[src/rtl/alu_arbiter.sv]
// Two-requester front end for one shared combinational ALU.
// Grants one op, drives the ALU for one cycle, and holds the response until it is taken.
module alu_arbiter #(
  parameter bit FIXED_PRIO = 1'b0
) (
  input  logic        clk,
  input  logic        rst_n,
  input  logic        req0_valid,
  input  logic        req1_valid,
  output logic        req0_ready,
  output logic        req1_ready,
  input  logic [17:0] req0_cntl,
  input  logic [17:0] req1_cntl,
  input  logic [31:0] req0_opnd0,
  input  logic [31:0] req0_opnd1,
  input  logic [31:0] req1_opnd0,
  input  logic [31:0] req1_opnd1,
  input  logic [6:0]  flags_in,
  output logic [17:0] alu_cntl,
  output logic [31:0] alu_opnd0,
  output logic [31:0] alu_opnd1,
  output logic [6:0]  alu_status_in,
  input  logic [31:0] alu_result,
  input  logic [6:0]  alu_status_out,
  output logic        rsp0_valid,
  output logic        rsp1_valid,
  input  logic        rsp0_ready,
  input  logic        rsp1_ready,
  output logic [31:0] rsp_result,
  output logic [6:0]  rsp_status,
  output logic        busy
);

  typedef enum logic [1:0] {
    S_IDLE = 2'd0,
    S_EXEC = 2'd1,
    S_RESP = 2'd2
  } state_t;

  typedef struct packed {
    logic [17:0] cntl;
    logic [31:0] opnd0;
    logic [31:0] opnd1;
  } op_t;

  state_t      r_state;
  state_t      w_next;
  logic        r_gnt;
  logic        r_last;
  op_t         r_op;
  op_t         w_req_op;
  logic [31:0] r_result;
  logic [6:0]  r_status;
  logic        w_any;
  logic        w_gnt1;
  logic        w_take;
  logic        w_rsp_done;

  // Pick the winner among the currently valid requesters.
  always_comb begin
    w_any  = req0_valid | req1_valid;
    w_gnt1 = 1'b0;
    if (FIXED_PRIO) begin
      w_gnt1 = !req0_valid;
    end else if (req0_valid && req1_valid) begin
      w_gnt1 = !r_last;
    end else begin
      w_gnt1 = !req0_valid;
    end
  end

  // Handshake and operand selection for the granted requester.
  always_comb begin
    w_take     = rst_n & w_any & (r_state == S_IDLE);
    req0_ready = w_take & !w_gnt1;
    req1_ready = w_take & w_gnt1;
    w_req_op   = '0;
    if (w_gnt1) begin
      w_req_op.cntl  = req1_cntl;
      w_req_op.opnd0 = req1_opnd0;
      w_req_op.opnd1 = req1_opnd1;
    end else begin
      w_req_op.cntl  = req0_cntl;
      w_req_op.opnd0 = req0_opnd0;
      w_req_op.opnd1 = req0_opnd1;
    end
  end

  // Only the granted requester may retire the response.
  always_comb begin
    w_rsp_done = r_gnt ? rsp1_ready : rsp0_ready;
  end

  // Next-state logic.
  always_comb begin
    w_next = r_state;
    unique case (r_state)
      S_IDLE: if (w_take) w_next = S_EXEC;
      S_EXEC: w_next = S_RESP;
      S_RESP: if (w_rsp_done) w_next = S_IDLE;
      default: w_next = S_IDLE;
    endcase
  end

  // ALU drive and response outputs; ALU sees zeros except in EXEC.
  always_comb begin
    alu_cntl      = '0;
    alu_opnd0     = '0;
    alu_opnd1     = '0;
    alu_status_in = '0;
    rsp0_valid    = 1'b0;
    rsp1_valid    = 1'b0;
    busy          = (r_state != S_IDLE);
    rsp_result    = r_result;
    rsp_status    = r_status;
    if (r_state == S_EXEC) begin
      alu_cntl      = r_op.cntl;
      alu_opnd0     = r_op.opnd0;
      alu_opnd1     = r_op.opnd1;
      alu_status_in = flags_in;
    end
    if (r_state == S_RESP) begin
      rsp0_valid = !r_gnt;
      rsp1_valid = r_gnt;
    end
  end

  // State register.
  always_ff @(posedge clk) begin
    if (!rst_n) begin
      r_state <= S_IDLE;
    end else begin
      r_state <= w_next;
    end
  end

  // Capture the granted op and remember who won.
  always_ff @(posedge clk) begin
    if (!rst_n) begin
      r_op   <= '0;
      r_gnt  <= 1'b0;
      r_last <= 1'b1;
    end else if (w_take) begin
      r_op   <= w_req_op;
      r_gnt  <= w_gnt1;
      r_last <= w_gnt1;
    end
  end

  // Latch the ALU outputs at the end of the execute cycle.
  always_ff @(posedge clk) begin
    if (!rst_n) begin
      r_result <= '0;
      r_status <= '0;
    end else if (r_state == S_EXEC) begin
      r_result <= alu_result;
      r_status <= alu_status_out;
    end
  end

endmodule
[config.mk]
export PLATFORM = sky130hd
export DESIGN_NAME = alu_arbiter
export DESIGN_NICKNAME = d
export VERILOG_FILES = /design/src/rtl/alu_arbiter.sv
export SDC_FILE = /design/constraint.sdc
export NUM_CORES = 1
export LEC_CHECK = 0
export CAP_MARGIN = 20
export CORE_AREA = 2 2 137 139
export CTS_CLUSTER_DIAMETER = 40
export CTS_CLUSTER_SIZE = 24
export DETAILED_ROUTE_END_ITERATION = 6
export DIE_AREA = 0 0 139 141
export PLACE_DENSITY = 0.88
export SYNTH_ARGS = -nofsm -noshare
export SYNTH_HDL_FRONTEND = slang
export SYNTH_SLANG_ARGS = --single-unit
[constraint.sdc]
create_clock -name clk -period 2.5 [get_ports clk]
set_input_delay 0.75 -clock clk [delete_from_list [all_inputs] [get_ports clk]]
set_output_delay 0.75 -clock clk [all_outputs]
set_load 0.03 [all_outputs]
# Yosys cells after proc, flatten, opt, wreduce, memory -nomap -nowiden
# Index checks and enable logic that the tools add are counted.
classes:
  n_addsub: 0
  multipliers: 0
  n_div: 0
  magnitude_cmp: 0
  eq_ne: 4
  n_shift: 0
  mux: 12
  bitwise: 5
  n_reduce_logical: 8
ops:
  columns: ["cell", "n"]
  rows:
  - ["82-bit 2-to-1 mux", 1]
  - ["32-bit 2-to-1 mux", 2]
  - ["18-bit 2-to-1 mux", 1]
  - ["7-bit 2-to-1 mux", 1]
  - ["2-bit case mux with 3 select lines", 1]
  - ["1-bit bitwise AND", 4]
  - ["1-bit zero test", 4]
  - ["1-bit 2-to-1 mux", 4]
  - ["2-bit 2-to-1 mux", 2]
  - ["2-bit != test, second input constant", 2]
  - ["2-bit by 1-bit == test with 1-bit output, second input constant", 1]
  - ["2-bit == test, second input constant", 1]
  - ["2-bit zero test", 1]
  - ["2-bit AND reduction", 1]
  - ["2-bit nonzero test", 1]
  - ["1-bit logical AND", 1]
  - ["1-bit OR", 1]
totals:
  ff_bits: 125
  latchBits: 0
  mem_bits_rw: 0
  mem_bits_ro: 0
  inputBits: 216
  output_inout_bits: 133
  elab_cells: 37
  mem_count: 0

# Depth between registers and ports, before layout
# Gate-level depths: netlist of the first run.
logic_depth:
  depth_word: 5
  depth_mapped: 6
  mapped_depth_nobuf: 3

# Worst setup path after synthesis of the first run
# No wires, ideal clock.
synth_timing:
  path_type: "input port to output port"
  start: "input port req1_valid"
  end: "output port req0_ready"
  t_arrival_ps: 1672
  setup_slack_ps: 78
  path_stages: 3
  path_buffers: 1
  path_cell_list: "and2b_1 -> buf_2 -> nor4_2"
synth_between:
  elab_chain_len: 4
  elab_cells_between_ends: 7
synth_lines:
  columns: ["element", "line_no", "rtl"]
  rows:
  - ["start: declaration", "9", "input logic req1_valid,"]
  - ["1-bit OR or 1-bit logical AND (tied branches)", "61, 65", null]
  - ["1-bit bitwise AND or 1-bit 2-to-1 mux (tied branches)", "74, 65", null]
  - ["1-bit bitwise AND or 1-bit zero test (tied branches)", "74, 75", null]
  - ["1-bit bitwise AND (*)", "75", "req0_ready = w_take & !w_gnt1;"]
  - ["end: declaration", "10", "output logic req0_ready,"]
# Mark *: on every way between the ends. The rest lies on a longest branch, timed or not.

# Final worst setup path of the first run
layout_timing:
  start: "register r_state[0]"
  end: "output port alu_status_in[3]"
layout_between:
  elab_chain_len: 2
layout_lines:
  columns: ["element", "line_no", "rtl"]
  rows:
  - ["start: declaration", "46", "state_t r_state;"]
  - ["start signal: assignment", "133", "r_state <= w_next;"]
  - ["2-bit by 1-bit == test with 1-bit output", "116", "if (r_state == S_EXEC) begin"]
  - ["7-bit 2-to-1 mux", "116", null]
  - ["end: declaration", "22", "output logic [6:0] alu_status_in,"]
# No other way between the ends.

==> results.json, run 1 <==
{
  "first_iter_violations": 502,
  "io-pin-count": 349,
  "maxCapViolations": 0,
  "synth_fp_nets": 999,
  "grt_util_all_layers": 0.242,
  "grtUsageMet2": 0.417,
  "io_buffers": 348,
  "wl_per_cell_um": 19.3,
  "first_pass_iters": 5,
  "diodes": 0,
  "vias": 7572,
  "area_delta_synth_final_pct": 61.0,
  "yosys_register_bits": 125,
  "postRouteAntennaNets": 0,
  "routed_wirelength_mm": 25.6,
  "die_w_um": 139,
  "dp_hpwl_mm": 16.8,
  "antenna_found_initial": 0,
  "power_density_nw_per_um2": 609,
  "drc_errors": 0,
  "gp_congestion": 0.811,
  "final_area_um2": 10800,
  "yosys_warnings": 0,
  "period_needed_ns": 2.44,
  "placed_cell_area_um2": 10100,
  "syn_area_um2": 6720,
  "start_util": 0.368,
  "clk_latency_ns": 0.42,
  "endpoint_kind": "primary output",
  "cts_max_path_buffers": 2,
  "stdcell_count": 1328,
  "globalRouteOverflowTotal": 0,
  "hold_viol": 0,
  "num_rows": 50,
  "coreArea_um2": 18300,
  "syn_avg_cell_area_um2": 8.58,
  "multiInputGateArea_um2": 3740,
  "use_met1": 0.298,
  "die_area_um2": 19600,
  "dp.cells": 1291,
  "grt_pass1_vias": 7158,
  "nets": 1297,
  "grt_busiest_layer": "met2",
  "root_buffer": "clkbuf_16",
  "min_path_type": "flip-flop to flip-flop",
  "leakage_nw": 3.86,
  "worstPathMaxFanout": 23,
  "critPathKind": "flip-flop to primary output",
  "final_layout_size_suffix_gt1_frac": 0.211,
  "clock_sinks": 125,
  "finalCritPeriodShare": 0.977,
  "synthDistinctLibCells": 29,
  "fillers": 1607,
  "seq_area_um2": 2510,
  "worst_pin_slew_ns": 0.941,
  "max_freq_mhz": 409,
  "fin_tns_setup_ns": 0,
  "grt_pass1_wl_mm": 38.5,
  "finalClockSkew_ns": 0.0107,
  "required_ns": 1.75,
  "viasPerCell": 5.70,
  "cp-start-kind": "flip-flop",
  "cts_max_level": 4,
  "grt_util_met3": 0.0476,
  "path_clk_slew_ns": 0.06,
  "holdWs_ns": 0.453,
  "cts_buffers": 17,
  "status": "finished, final reports clean",
  "die_y_um": 141,
  "cts_tree": "yes",
  "yosysSeqAreaShare": 0.373,
  "critPathArrivalTime_ns": 1.69,
  "max-slew-margin-rel": 0.373,
  "setup_viol": 0,
  "netlist_instances": 783,
  "grt_start_max_net_pins": 84,
  "finalMaxSlewViolations": 0,
  "vdd_drop_max_mv": 0.412
}
==> logic make-up (layout without fill, tap and decap cells) <==
kind of cell / count (synthesis) / count (layout) / share of synthesized area
AOI/OAI and AO/OA: 372 / 372 / 0.410
and+or+nand+nor: 179 / 179 / 0.142
DFF: 125 / 125 / 0.373
buffers and inverters: 106 / 417 / 0.0747
muxes: 1 / 1 / 0.00149
==> cell usage after synthesis, drive strengths merged <==
cell type  number  area (µm²)
a21oi         124         621
a311oi         82        1090
and2           90         566
and2b           1        7.51
and3b           1        8.76
buf            42         260
clkbuf         61         230
dfxtp         125        2500
inv             3        11.3
mux2i           1        10.0
nand2          78         293
nand2b          1        6.26
nand3b          1        7.51
nor2b           1        6.26
nor3            1        5.00
nor3b           2        26.3
nor4            1        12.5
o211ai         82         616
o21a            1        7.51
o21ai          83         415
or2             2        12.5
==> worst max-delay path, cell delays in order, from the launching register on <==
cell,delay (ns)
dfxtp_2,0.41
nor2b_4,0.21
buf_12,0.14
buf_12,0.15
and2_1,0.19
buf_4,0.18
==> registers in the layout, indices dropped and copies added, names as in the netlist <==
register / flops
r_op: 82
r_gnt: 1
r_last: 1
rsp_result: 32
rsp_status: 7
r_state: 2
==> cell usage in the layout (no fill, tap or decap), drive strengths merged <==
| cell | n |
|---|---|
| clkdlybuf4s50 | 251 |
| dfxtp | 125 |
| a21oi | 124 |
| buf | 124 |
| and2 | 90 |
| o21ai | 83 |
| o211ai | 82 |
| a311oi | 82 |
| nand2 | 78 |
| clkbuf | 20 |
| inv | 8 |
| dlygate4sd2 | 5 |
| clkinv | 5 |
| bufinv | 3 |
| or2 | 2 |
| nor3b | 2 |
| nor2b | 1 |
| and2b | 1 |
| nor4 | 1 |
| o21a | 1 |
| and3b | 1 |
| nand2b | 1 |
| mux2i | 1 |
| nand3b | 1 |
| nor3 | 1 |
| clkinvlp | 1 |
==> power breakdown <==
part	total (mW)	switching, mW	leakage (nW)	internal (mW)
clock network	2.60	1.00	0.298	1.59
registers	2.26	0.0924	1.03	2.17
logic	1.72	0.912	2.53	0.807
total	6.58	2.01	3.86	4.57
==> metal layers <==
layer / vias to the layer above / wire length [µm] / share of wire
met5: - / 0 / 0
met4: 0 / 839 / 0.033
met3: 62 / 1840 / 0.072
met2: 398 / 12800 / 0.50
met1: 3614 / 10200 / 0.40
li1: 3498 / - / -
==> per-stage QoR <==
step / worst slack (ns) / power (mW) / utilization
finish: 0.0566 / 6.58 / 0.592
global route: -0.00641 / 6.84 / 0.592
CTS: 0.0449 / 6.59 / 0.588
detailed placement: -0.192 / 3.98 / 0.553
global placement: -0.149 / 3.94 / 0.553
floorplan: 0.0783 / 3.25 / -
==> path summary, 6_finish.rpt <==
| kind | start | end | slack, ns | depth (start not counted) |
|---|---|---|---|---|
| max | r_state[0] | alu_status_in[3] | 0.06 | 5 |
| min | rsp_result[31] | rsp_result[31] | 0.45 | 2 |
| max reg2reg | r_last | r_op[74] | 0.76 | 3 |
| min reg2reg | rsp_result[31] | rsp_result[31] | 0.45 | 2 |
==> layout make-up <==
type                    instances  share of cell area
multi-input cells             552               0.346
repair buffers                382               0.338
flip-flops and latches        125               0.232
clock buffers                  18              0.0397
well taps                     234              0.0271
clock inverters                14              0.0170
inverters                       3             0.00127
==> what timing repair did <==
action / CTS / global route
setup endpoints to repair: 60 / 2
setup buffers: 1 / 2
gates resized for setup: 10 / 0
hold buffers: 0 / 0
cloned: 0 / 2
Note: power is estimated with default switching activity, not from simulation.
==> run 2: changes to the inputs <==
--- a/config.mk
+++ b/config.mk
@@ -15,3 +15,4 @@
 export SYNTH_ARGS = -nofsm -noshare
 export SYNTH_HDL_FRONTEND = slang
 export SYNTH_SLANG_ARGS = --single-unit
+export TNS_END_PERCENT = 5
==> run 2 against run 1 <==
Wire length fell by 2.5%. Critical path depth did not move. Combinational power fell by 2%. Cell count fell by 0.30%. Sequential share of layout area rose by 0.18 points. Via count fell by 0.78%.
==> results.json, run 2 (same netlist as run 1, synthesis figures left out) <==
{
  "status": "finished, final reports clean",
  "start_util": 0.368,
  "cpPeakStageDelay_ns": 0.27,
  "finalCritPeriodShare": 0.971,
  "setup_viol": 0,
  "path_buf_inv": 2,
  "vdd_drop_max_mv": 0.417,
  "num_rows": 50,
  "cp-start-kind": "primary input",
  "area_delta_synth_final_pct": 59.9,
  "endpoint": "req1_ready",
  "regMostFlops": "r_op",
  "endpoint_kind": "primary output",
  "final_area_um2": 10700,
  "r2r_start": "r_last",
  "io-pin-count": 349,
  "drc_errors": 0,
  "viasPerCell": 5.67,
  "crit_start": "req1_valid",
  "nets": 1293,
  "largest_register_ffs": 82,
  "cts_max_level": 4,
  "leakage_nw": 3.84,
  "crit_family": "buffers and inverters",
  "power_density_nw_per_um2": 609,
  "cp_slowest_cell": "dlygate4sd2_1",
  "rsz0062_at_grt": "false",
  "final_layout_size_suffix_gt1_frac": 0.208,
  "die_area_um2": 19600,
  "coreArea_um2": 18300,
  "hold_viol": 0,
  "cp_cell_sequence": "dlygate4sd2_1, or2_4, and2_4, o21a_1, buf_6",
  "post-route-util": 0.588,
  "rr_worst_depth": 3,
  "dr_wl_met2_mm": 12.5,
  "ctsHoldBuffers": 0,
  "die_w_um": 139,
  "worstPathMaxFanout": 3,
  "holdWs_ns": 0.453,
  "cts_tree": "yes",
  "placed_cell_area_um2": 10100,
  "r2r_slack_ns": 0.76,
  "worst_pin_slew_ns": 0.927,
  "grt_pass1_vias": 7158,
  "finalClockSkew_ns": 0.0117,
  "max_freq_mhz": 412,
  "min_path_type": "flip-flop to flip-flop",
  "path_clk_slew_ns": 0.06,
  "dp_hpwl_mm": 16.8,
  "gp_congestion": 0.811,
  "critPathArrivalTime_ns": 1.68,
  "die_y_um": 141,
  "first_iter_violations": 540,
  "most-common-layout-cells": "251 x clkdlybuf4s50_1, 124 x a21oi_1, 122 x dfxtp_1",
  "critPathKind": "primary input to primary output",
  "postRouteAntennaNets": 0,
  "grt_util_all_layers": 0.242,
  "grt_pass1_wl_mm": 38.5,
  "globalRouteOverflowTotal": 0,
  "required_ns": 1.75,
  "cts_max_path_buffers": 2,
  "vias": 7513,
  "wl_per_cell_um": 18.9,
  "antenna_found_initial": 0,
  "routed_wirelength_mm": 25.0,
  "clock_sinks": 125,
  "diodes": 0,
  "first_pass_iters": 5,
  "root_buffer": "clkbuf_16",
  "cp_num_cells": 5,
  "dp.cells": 1291,
  "max-slew-margin-rel": 0.382,
  "maxCapViolations": 0,
  "wl_met3_mm": 1.72,
  "r2r-end": "r_op[74]",
  "cts_buffers": 17,
  "stdcell_count": 1324,
  "wl_met1_mm": 9.84,
  "period_needed_ns": 2.43,
  "finalMaxSlewViolations": 0,
  "final_common_cell": "clkdlybuf4s50_1",
  "grt_start_max_net_pins": 84,
  "io_buffers": 348,
  "route.top_layer_used": "met4",
  "clk_latency_ns": 0.42
}
==> run 2: cell types whose count changed in the layout (fill, tap and decap cells not counted) <==
cell | previous run | this run
clkbuf_16 | 19 | 17
buf_12 | 9 | 8
buf_4 | 113 | 112
dfxtp_2 | 3 | 2
dfxtp_4 | 0 | 1
dlygate4sd2_1 | 5 | 4
dlymetal6s2s_1 | 0 | 1
==> run 2: through the flow <==
step	TNS (ns)	power [mW]	worst slack, ns
after floorplan	0	3.25	0.0783
after global placement	-0.259	3.94	-0.149
after detailed placement	-0.642	3.98	-0.192
after CTS	0	6.59	0.000405
after global routing	0	6.80	0.0328
final	0	6.54	0.0733
==> run 2: repair_timing <==
action,in CTS,in global routing
endpoints found under the setup margin,60,3
pin swaps,0,0
resized for setup,9,2
gates cloned,0,0
setup buffers,1,0
==> run 2: report_power, final <==
| part | internal, mW | leakage, nW | switching [mW] |
|---|---|---|---|
| clock network | 1.59 | 0.298 | 1.00 |
| registers | 2.17 | 1.03 | 0.0916 |
| logic | 0.784 | 2.51 | 0.895 |
| total | 4.55 | 3.84 | 1.99 |
==> run 2: final cells by class <==
class	count	area [µm²]
inverters	3	13.8
well taps	234	293
clock buffers	18	429
multi-input cells	552	3740
fillers	1618	7530
clock inverters	14	184
flip-flops and latches	125	2510
repair buffers	378	3580
==> run 2: worst min-delay path, delay by kind of cell (launching register included) <==
| family | cells | cell delay [ns] |
|---|---|---|
| compound gates | 1 | 0.05 |
| flops | 1 | 0.31 |
| simple gates | 1 | 0.05 |
==> run 2: how the worst min path moves through the flow <==
stage / from / endpoint / slack [ns] / cells after the start
6_report: rsp_status[3] / rsp_status[3] / 0.45 / 2
3_5_place_dp: rsp_result[31] / rsp_result[31] / 0.45 / 2
3_3_place_gp: rsp_result[31] / rsp_result[31] / 0.44 / 2
5_1_grt: rsp_result[31] / rsp_result[31] / 0.47 / 2
4_1_cts: rsp_result[31] / rsp_result[31] / 0.46 / 2
2_1_floorplan: r_op[54] / r_op[54] / 0.49 / 2
==> run 2: layer usage <==
layer,GRT usage,vias up
met5,0,-
met4,0.0984,0
met3,0.0476,69
met2,0.417,370
met1,0.298,3585
li1,-,3489
==> run 3: changes to the inputs <==
--- a/config.mk
+++ b/config.mk
@@ -6,12 +6,12 @@
 export NUM_CORES = 1
 export LEC_CHECK = 0
 export CAP_MARGIN = 20
-export CORE_AREA = 2 2 137 139
+export CORE_AREA = 2 2 167 169
 export CTS_CLUSTER_DIAMETER = 40
 export CTS_CLUSTER_SIZE = 24
 export DETAILED_ROUTE_END_ITERATION = 6
-export DIE_AREA = 0 0 139 141
-export PLACE_DENSITY = 0.88
+export DIE_AREA = 0 0 169 171
+export PLACE_DENSITY = 0.67
 export SYNTH_ARGS = -nofsm -noshare
 export SYNTH_HDL_FRONTEND = slang
 export SYNTH_SLANG_ARGS = --single-unit
==> run 3 against run 2 <==
Worst hold slack hardly changed. Non-clock buffer count is 1 higher. Wire length is 8.2% higher. Die area is 47% higher. Clock skew is 0.0030 ns lower. Total power is 0.87% higher. Clock power hardly changed. Cell count is 8.5% higher. First-iteration DRC count is 20% lower. Cell area is 2.5% higher. Critical path type unchanged.
==> results.json, run 3 (same netlist as run 1, synthesis figures left out) <==
{
  "wl_per_cell_um": 18.8,
  "leakage_nw": 3.87,
  "start_util": 0.246,
  "final_layout_size_suffix_gt1_frac": 0.203,
  "fillers": 2730,
  "routed_wirelength_mm": 27.0,
  "final_common_cell": "clkdlybuf4s50_1",
  "vdd_drop_max_mv": 0.310,
  "finalClockSkew_ns": 0.00867,
  "endpoint_kind": "primary output",
  "cp_slowest_cell": "dlygate4sd2_1",
  "io_buffers": 348,
  "hold_viol": 0,
  "multiInputGateArea_um2": 3740,
  "status": "finished, final reports clean",
  "seq_area_um2": 2510,
  "critPathArrivalTime_ns": 1.72,
  "vias": 7305,
  "cts_buffers": 17,
  "largest_register_ffs": 82,
  "min_path_type": "flip-flop to flip-flop",
  "required_ns": 1.75,
  "die_area_um2": 28900,
  "gp_congestion": 0.772,
  "io-pin-count": 349,
  "cts_max_path_buffers": 2,
  "regMostFlops": "r_op",
  "postRouteAntennaNets": 0,
  "maxCapViolations": 0,
  "drc_errors": 0,
  "holdWs_ns": 0.453,
  "cts_max_level": 4,
  "coreArea_um2": 27300,
  "grt_util_all_layers": 0.173,
  "first_pass_iters": 5,
  "max_freq_mhz": 405,
  "die_y_um": 171,
  "grt_pass1_vias": 7013,
  "globalRouteOverflowTotal": 0,
  "diodes": 0,
  "worstPathMaxFanout": 3,
  "num_rows": 61,
  "critPathKind": "primary input to primary output",
  "die_w_um": 169,
  "root_buffer": "clkbuf_16",
  "cp-start-kind": "primary input",
  "period_needed_ns": 2.47,
  "setup_viol": 0,
  "grt_start_max_net_pins": 84,
  "post-route-util": 0.403,
  "finalMaxSlewViolations": 0,
  "first_iter_violations": 431,
  "cts_tree": "yes",
  "antenna_found_initial": 0,
  "max-slew-margin-rel": 0.349,
  "dp_hpwl_mm": 17.5,
  "power_density_nw_per_um2": 599,
  "cpPeakStageDelay_ns": 0.26,
  "area_delta_synth_final_pct": 63.8,
  "clk_latency_ns": 0.41,
  "ctsHoldBuffers": 0,
  "path_clk_slew_ns": 0.06,
  "most-common-layout-cells": "251 x clkdlybuf4s50_1, 124 x a21oi_1, 123 x dfxtp_1",
  "worst_pin_slew_ns": 0.976,
  "finalCritPeriodShare": 0.988,
  "viasPerCell": 5.08,
  "cp_cell_sequence": "dlygate4sd2_1, or2_4, and2_4, o21a_1, buf_4",
  "grt_pass1_wl_mm": 39.5,
  "clock_sinks": 125,
  "nets": 1294
}
-- run 3: cell count changes in the layout (fill, tap and decap cells not counted), moves of 2 or more --
cell	before	now
buf_4	112	99
buf_12	8	15
dlygate4sd2_1	4	10
clkbuf_8	0	2
clkinv_4	4	2
clkinvlp_4	1	3
dfxtp_2	2	0
inv_6	4	2
-- run 3: final timing paths --
check,slack (ns),end,start,depth (start not counted)
max,0.03,req1_ready,req1_valid,5
min,0.45,rsp_result[6],rsp_result[6],2
max reg2reg,0.61,r_op[5],r_state[0],6
min reg2reg,0.45,rsp_result[6],rsp_result[6],2
-- run 3: area by class of cell --
class,instances,share of cell area
multi-input combinational,552,0.340
inverter,3,0.00125
clock buffer,20,0.0415
clock inverter,12,0.0144
tap,346,0.0393
sequential,125,0.228
timing repair buffer,379,0.336
-- run 3: worst max-delay path, delay by kind of cell --
kind | cells | cell delay, ns
and+or+nand+nor | 2 | 0.40
AOI/OAI and AO/OA | 1 | 0.13
buffers and inverters | 2 | 0.44
-- run 3: what timing repair did --
action                                  CTS  global route
endpoints found under the setup margin   94            82
buffers inserted                          0             3
cloned                                    0             1
gates resized for setup                  17             4
-- run 3: power breakdown --
group          total, mW  internal (mW)  switching [mW]
Sequential          2.26           2.17          0.0862
Combinational       1.72          0.803           0.918
Clock               2.62           1.63           0.985
Total               6.59           4.61            1.99
-- run 3: layer usage --
| metal | part of all wire | up-vias | track usage |
|---|---|---|---|
| li1 | - | 3498 | - |
| met2 | 0.48 | 290 | 0.285 |
| met5 | 0 | - | 0 |
| met1 | 0.43 | 3474 | 0.220 |
| met3 | 0.058 | 43 | 0.0402 |
| met4 | 0.029 | 0 | 0.0676 |
-- run 3: stage by stage --
stage                     area (µm²)  std cells  setup slack (ns)  total power, mW  setup TNS, ns
after floorplan                 6720        783            0.0783             3.25              0
after global placement         10300       1401            -0.268             3.99         -10.40
after detailed placement       10300       1401            -0.274             4.01         -14.00
after CTS                      10900       1433           -0.0661             6.68          -1.92
after global routing           11000       1437          -0.00344             6.91       -0.00386
final                          11000       1437            0.0288             6.59              0
